<file path="src/rtl/bullet_array_sprite.sv">
// ============================================================================
// bullet_array_sprite
// ----------------------------------------------------------------------------
// Multi-bullet sprite engine for the battle box. NUM_BULLETS round bullets
// patrol horizontally between X_MIN and X_MAX on fixed rows. The end-of-frame
// pixel position paces them: bullets move once every FRAME_DIV frames. Each
// bullet is killed by its own hit input and respawns at its start position
// after RESPAWN_FRAMES frames. For the pixel mux and the collision logic the
// module produces a registered per-pixel "on" flag and the index of the
// bullet that is drawn there.
//
// Ports
//   Pclk        in   1            pixel clock (25 MHz)
//   rst         in   1            asynchronous active-high reset
//   xx, yy      in   10           current pixel coordinate
//   aactive     in   1            high during the active drawing area
//   hit         in   NUM_BULLETS  per-bullet collision pulse
//   sprite_on   out  1            registered: a live bullet covers (xx,yy)
//   sprite_id   out  3            registered: lowest covering bullet index
//   alive       out  NUM_BULLETS  per-bullet live flag
//   frame_tick  out  1            registered pulse, one cycle after (639,479)
//
// Build option
//   BULLET_ARRAY_BLINK_EN : when defined, a respawned bullet ignores hits for
//   32 frames and during that window is drawn only on frames whose frame
//   count has bit 2 set.
// ============================================================================
module bullet_array_sprite #(
    parameter int NUM_BULLETS    = 4,
    parameter int RADIUS         = 5,
    parameter int X_MIN          = 230,
    parameter int X_MAX          = 410,
    parameter int STEP           = 6,
    parameter int FRAME_DIV      = 3,
    parameter int BASE_X         = 250,
    parameter int X_PITCH        = 40,
    parameter int BASE_Y         = 320,
    parameter int Y_PITCH        = 20,
    parameter int RESPAWN_FRAMES = 60
) (
    input  logic                   Pclk,
    input  logic                   rst,
    input  logic [9:0]             xx,
    input  logic [9:0]             yy,
    input  logic                   aactive,
    input  logic [NUM_BULLETS-1:0] hit,
    output logic                   sprite_on,
    output logic [2:0]             sprite_id,
    output logic [NUM_BULLETS-1:0] alive,
    output logic                   frame_tick
);

    localparam int DIV_W = (FRAME_DIV > 1) ? $clog2(FRAME_DIV) : 1;
    localparam int RSP_W = $clog2(RESPAWN_FRAMES + 1);
    localparam logic [22:0] R_SQ = 23'(RADIUS * RADIUS);

    // ------------------------------------------------------------------
    // Helpers
    // ------------------------------------------------------------------
    function automatic logic [10:0] start_x(input int i);
        return 11'(BASE_X + i * X_PITCH);
    endfunction

    function automatic logic [10:0] row_y(input int i);
        return 11'(BASE_Y + i * Y_PITCH);
    endfunction

    // Reset direction: 1 = moving right. Even bullets start rightwards.
    function automatic logic start_dir(input int i);
        return ((i % 2) == 0);
    endfunction

    // Squared distance from pixel to centre. The 11-bit signed deltas square
    // into 22 bits and the sum fits 23 bits, so no wrap is possible.
    function automatic logic [22:0] dist_sq(input logic [10:0] px,
                                            input logic [10:0] py,
                                            input logic [10:0] cx,
                                            input logic [10:0] cy);
        logic signed [10:0] dx;
        logic signed [10:0] dy;
        logic signed [21:0] dxw;
        logic signed [21:0] dyw;
        logic signed [21:0] sx;
        logic signed [21:0] sy;
        dx  = $signed(px - cx);
        dy  = $signed(py - cy);
        dxw = 22'(dx);
        dyw = 22'(dy);
        sx  = dxw * dxw;
        sy  = dyw * dyw;
        return {1'b0, sx} + {1'b0, sy};
    endfunction

    // One patrol step; returns {new_dir, new_x}. Clamps to the bound and
    // reverses instead of overshooting.
    function automatic logic [11:0] next_pos(input logic [10:0] x,
                                             input logic       dir);
        logic [10:0] nx;
        logic        nd;
        nx = x;
        nd = dir;
        if (dir) begin
            if (x + 11'(STEP) >= 11'(X_MAX)) begin
                nx = 11'(X_MAX);
                nd = 1'b0;
            end else begin
                nx = x + 11'(STEP);
            end
        end else begin
            if (x <= 11'(X_MIN + STEP)) begin
                nx = 11'(X_MIN);
                nd = 1'b1;
            end else begin
                nx = x - 11'(STEP);
            end
        end
        return {nd, nx};
    endfunction

    // ------------------------------------------------------------------
    // State
    // ------------------------------------------------------------------
    logic [10:0]            pos         [NUM_BULLETS];
    logic [NUM_BULLETS-1:0] dir;
    logic [RSP_W-1:0]       respawn_cnt [NUM_BULLETS];
    logic [DIV_W-1:0]       div_cnt;

    logic                   tick_now;
    logic                   move_tick;
    logic [NUM_BULLETS-1:0] respawn_now;
    logic [NUM_BULLETS-1:0] hit_ok;
    logic [NUM_BULLETS-1:0] visible;
    logic                   on_p0;
    logic [2:0]             id_p0;

    assign tick_now  = (xx == 10'd639) && (yy == 10'd479);
    // The move fires on the frame tick where the divider wraps back to 0.
    assign move_tick = tick_now && (div_cnt == DIV_W'(FRAME_DIV - 1));

    always_comb begin
        respawn_now = '0;
        for (int i = 0; i < NUM_BULLETS; i++) begin
            respawn_now[i] = !alive[i] && tick_now && (respawn_cnt[i] <= RSP_W'(1));
        end
    end

`ifdef BULLET_ARRAY_BLINK_EN
    localparam int INV_FRAMES = 32;

    logic [5:0] inv_cnt [NUM_BULLETS];
    logic [2:0] frame_cnt;

    // Invulnerability window after respawn, counted in frames.
    always_ff @(posedge Pclk or posedge rst) begin
        if (rst) begin
            frame_cnt <= '0;
            for (int i = 0; i < NUM_BULLETS; i++) begin
                inv_cnt[i] <= '0;
            end
        end else if (tick_now) begin
            frame_cnt <= frame_cnt + 3'd1;
            for (int i = 0; i < NUM_BULLETS; i++) begin
                if (respawn_now[i]) begin
                    inv_cnt[i] <= 6'(INV_FRAMES);
                end else if (inv_cnt[i] != '0) begin
                    inv_cnt[i] <= inv_cnt[i] - 6'd1;
                end
            end
        end
    end

    always_comb begin
        hit_ok  = '0;
        visible = '0;
        for (int i = 0; i < NUM_BULLETS; i++) begin
            hit_ok[i]  = hit[i] && alive[i] && (inv_cnt[i] == '0);
            visible[i] = alive[i] && ((inv_cnt[i] == '0) || frame_cnt[2]);
        end
    end
`else
    always_comb begin
        hit_ok  = hit & alive;
        visible = alive;
    end
`endif

    // ------------------------------------------------------------------
    // Bullet state: divider, movement, kill and respawn
    // ------------------------------------------------------------------
    always_ff @(posedge Pclk or posedge rst) begin
        if (rst) begin
            div_cnt    <= '0;
            frame_tick <= 1'b0;
            alive      <= '1;
            for (int i = 0; i < NUM_BULLETS; i++) begin
                pos[i]         <= start_x(i);
                dir[i]         <= start_dir(i);
                respawn_cnt[i] <= '0;
            end
        end else begin
            frame_tick <= tick_now;
            if (tick_now) begin
                div_cnt <= move_tick ? '0 : div_cnt + DIV_W'(1);
            end
            for (int i = 0; i < NUM_BULLETS; i++) begin
                if (alive[i]) begin
                    // A kill takes priority over a same-cycle move.
                    if (hit_ok[i]) begin
                        alive[i]       <= 1'b0;
                        respawn_cnt[i] <= RSP_W'(RESPAWN_FRAMES);
                    end else if (move_tick) begin
                        {dir[i], pos[i]} <= next_pos(pos[i], dir[i]);
                    end
                end else if (tick_now) begin
                    // Dead bullets count down every frame, not divided.
                    if (respawn_now[i]) begin
                        alive[i]       <= 1'b1;
                        pos[i]         <= start_x(i);
                        dir[i]         <= start_dir(i);
                        respawn_cnt[i] <= '0;
                    end else begin
                        respawn_cnt[i] <= respawn_cnt[i] - RSP_W'(1);
                    end
                end
            end
        end
    end

    // ------------------------------------------------------------------
    // Draw: coverage test, lowest index wins
    // ------------------------------------------------------------------
    always_comb begin
        on_p0 = 1'b0;
        id_p0 = 3'd0;
        for (int i = NUM_BULLETS - 1; i >= 0; i--) begin
            if (visible[i] &&
                dist_sq({1'b0, xx}, {1'b0, yy}, pos[i], row_y(i)) <= R_SQ) begin
                on_p0 = 1'b1;
                id_p0 = 3'(i);
            end
        end
    end

    always_ff @(posedge Pclk or posedge rst) begin
        if (rst) begin
            sprite_on <= 1'b0;
            sprite_id <= 3'd0;
        end else begin
            sprite_on <= aactive & on_p0;
            sprite_id <= id_p0;
        end
    end

endmodule

</file>
<file path="config.mk">
export PLATFORM = sky130hd
export DESIGN_NAME = bullet_array_sprite
export DESIGN_NICKNAME = d
export VERILOG_FILES = /design/src/rtl/bullet_array_sprite.sv
export SDC_FILE = /design/constraint.sdc
export NUM_CORES = 2
export LEC_CHECK = 0
export CAP_MARGIN = 20
export CORE_ASPECT_RATIO = 0.75
export CORE_MARGIN = 2
export CORE_UTILIZATION = 30
export CTS_BUF_LIST = sky130_fd_sc_hd__clkbuf_4
export CTS_CLUSTER_SIZE = 28
export DETAILED_ROUTE_END_ITERATION = 8
export HOLD_SLACK_MARGIN = 0.05
export SLEW_MARGIN = 25
export SYNTH_ARGS = -nofsm -noshare
export SYNTH_HDL_FRONTEND = slang
export SYNTH_SLANG_ARGS = --single-unit
</file>
<file path="constraint.sdc">
create_clock -name Pclk -period 20.9 [get_ports Pclk]
set_clock_uncertainty 0.15 [all_clocks]
set_input_delay 2.09 -clock Pclk [delete_from_list [all_inputs] [get_ports Pclk]]
set_output_delay 2.09 -clock Pclk [all_outputs]
set_load 0.02 [all_outputs]
</file>
==> reports/metrics.cfg <==
[sta]
hold_violations=0
relSlewSlack_pct=33.3
setup_viol=0
tightest_slew_ns=1.00
fmax_mhz=73.8
rsz0062_at_grt=false
finalCritPeriodShare_pct=64.9
slew_violations=0
fin_tns_setup_ns=0
period_needed_ns=13.55

[worst_hold_path]
hold_path.class=flop to flop

[floorplanning]
ios=36
core_area_mm2=0.148
num_rows=122
die_w_um=450
start_util_pct=30.3
die-area_mm2=0.153
die_height_um=339

[yosys]
syn-cell-area_mm2=0.0448
avgSynthCellArea_um2=8.47
yosys_warnings=0
synth_top_area_cell=fa_1
synth_edf_count=0
synth.distinct_cells=85
ys_seq_elements=78
yosysMostFrequentCell=inv_1
synth-seq-area-share_pct=4.42
yosysTopAreaCellShare_pct=37.4
synth_commonest_cells=inv_1 (1257), fa_1 (837), ha_1 (520), nor2_1 (406), nand2_1 (372)
synth_async_sr_flop_share_pct=100
synth_ff_type=dfrtp_1
synth_top_cells_by_area=fa_1 (37%), ha_1 (15%), inv_1 (11%)
syn_inst=5295

[clock_tree]
post_cts_resized=0
cts_made_buffers=9
path_clk_slew_ns=0.16
tritoncts=built
postCtsSetupBuffers=0
clock_latency_ns=0.51
clockBufferDepth=2
h-tree-depth=3
clockRootBuffer=clkbuf_4
clkSinkCount=78
postCtsHoldBufs=0

[detailed_routing]
via_per_inst=4.77
vias=34600
drc=0
drt_iter0_markers=2199
wl_mm=110
drt_pass1_iterations=5
wl_per_cell_um=15.2
final_antenna_net_count=0

[grt]
grt_max_degree=56
grt_antenna_before_repair=3
grt_first_pass_wirelength_mm=186
grt-ovfl-total=0
track_usage_pct=14.6
grt_pass1_vias=36000

[critical_path]
worst_ep_required_time_ns=21.17
end_kind=flop
max_stage_delay_ns=0.74
critPathSlowestCell=clkdlybuf4s50_1
cp_max_fo=16
arrival_ns=13.82
cp_top_family=adder cells
worst_setup_path_start_kind=input pin
crit_buf_inv=7
criticalPathCategory=input pin to flop

[final_layout]
multi_input_area_mm2=0.0376
final_area_mm2=0.0476
seqCellArea_mm2=0.00198
area_growth_pct=6.11
fillers=15500
antennaDiodeCount=0
nNetsFinal=6646
drive_above_1_share_pct=2.15

[placed_design]
hpwlAfterDp_mm=94.6
gp_congestion=0.886
portBuffers=34
post_dp_cell_area_mm2=0.0474

[outcome]
outcome=finished clean

[job]
max-cap-violations=0

per-layer routing:
layer  vias up  global-route usage (%)  share of wire [%]
li1      16600                       -                  -
met1     17000                    21.3                 49
met2       854                    23.0                 44
met3        89                    2.62                6.2
met4         4                    2.15                1.5
met5         -                       0              0.017
worst register-to-register path: cells and delay by family (launching register included):
| kind | cells | cell delay [ns] |
|---|---|---|
| buf+inv | 6 | 0.78 |
| simple gates | 12 | 3.61 |
| compound gates | 11 | 1.95 |
| flops | 1 | 0.62 |
| fa+ha+maj | 8 | 3.88 |
| mux | 1 | 0.37 |
cells in the final DEF, fill, tap and decap left out, types with 38 or more instances in the layout:
cell / n
o21ai_0: 181
xnor2_1: 226
and2_1: 84
inv_1: 1256
dfrtp_1: 54
nand3_1: 72
a21oi_1: 256
nand2b_1: 52
a21o_1: 77
a31oi_1: 38
ha_1: 520
nand2_1: 372
xor2_1: 72
fa_1: 837
nor2_1: 406
nor2b_1: 62
nor3_1: 84
kinds of logic (layout without fill, tap and decap cells):
kind of cell / count (synthesis) / count (layout) / synth area share (%)
buffers and inverters: 1389 / 1357 / 11.7
adder cells (fa/ha/maj): 1357 / 1357 / 51.9
AND/OR/NAND/NOR: 1285 / 1285 / 13.4
AO/OA/AOI/OAI: 862 / 862 / 12.3
XOR/XNOR: 300 / 300 / 5.86
flip-flops: 78 / 78 / 4.42
multiplexers: 23 / 23 / 0.533
other: 1 / 5 / 0.00837
area by class of cell:
type | instances | share of cell area [%]
Clock inverter | 3 | 0.0263
Timing Repair Buffer | 63 | 1.14
Sequential cell | 78 | 4.17
Tap cell | 1984 | 5.22
Inverter | 1278 | 10.1
Multi-Input combinational cell | 3832 | 79.2
Clock buffer | 13 | 0.205
metrics by stage:
stage	std cells	setup slack [ns]	util, %	hold WS [ns]
finish	7251	7.35	32.2	0.356
global route	7251	6.49	32.2	0.386
CTS	7251	7.44	32.1	0.357
detailed placement	7235	6.84	32.1	0.325
global placement	7235	7.00	32.1	0.314
floorplan	5299	9.72	-	0.303
path summary, 6_finish.rpt:
| check | start | endpoint | slack, ns | cells after the start |
|---|---|---|---|---|
| max in group asynchronous | rst | frame_tick$_DFF_PP0_ | 17.71 | 3 |
| worst min-delay path | div_cnt[1]$_DFFE_PP0P_ | div_cnt[1]$_DFFE_PP0P_ | 0.36 | 2 |
| worst min register to register | div_cnt[1]$_DFFE_PP0P_ | div_cnt[1]$_DFFE_PP0P_ | 0.36 | 2 |
| worst max-delay path | xx[1] | sprite_id[1]$_DFF_PP0_ | 7.35 | 40 |
| min in group asynchronous | rst | respawn_cnt[11]$_DFFE_PP0P_ | 1.76 | 2 |
| worst max register to register | pos[36]$_DFFE_PP1P_ | sprite_id[1]$_DFF_PP0_ | 9.49 | 38 |
registers in the layout, summed over array words and instances (netlist names):
name,count
div_cnt,2
pos,40
sprite_on,1
dir,4
sprite_id,2
alive,4
frame_tick,1
respawn_cnt,24
Power is not shown: default switching activity piles up to over one toggle a cycle in this logic, so the estimate is an artifact.
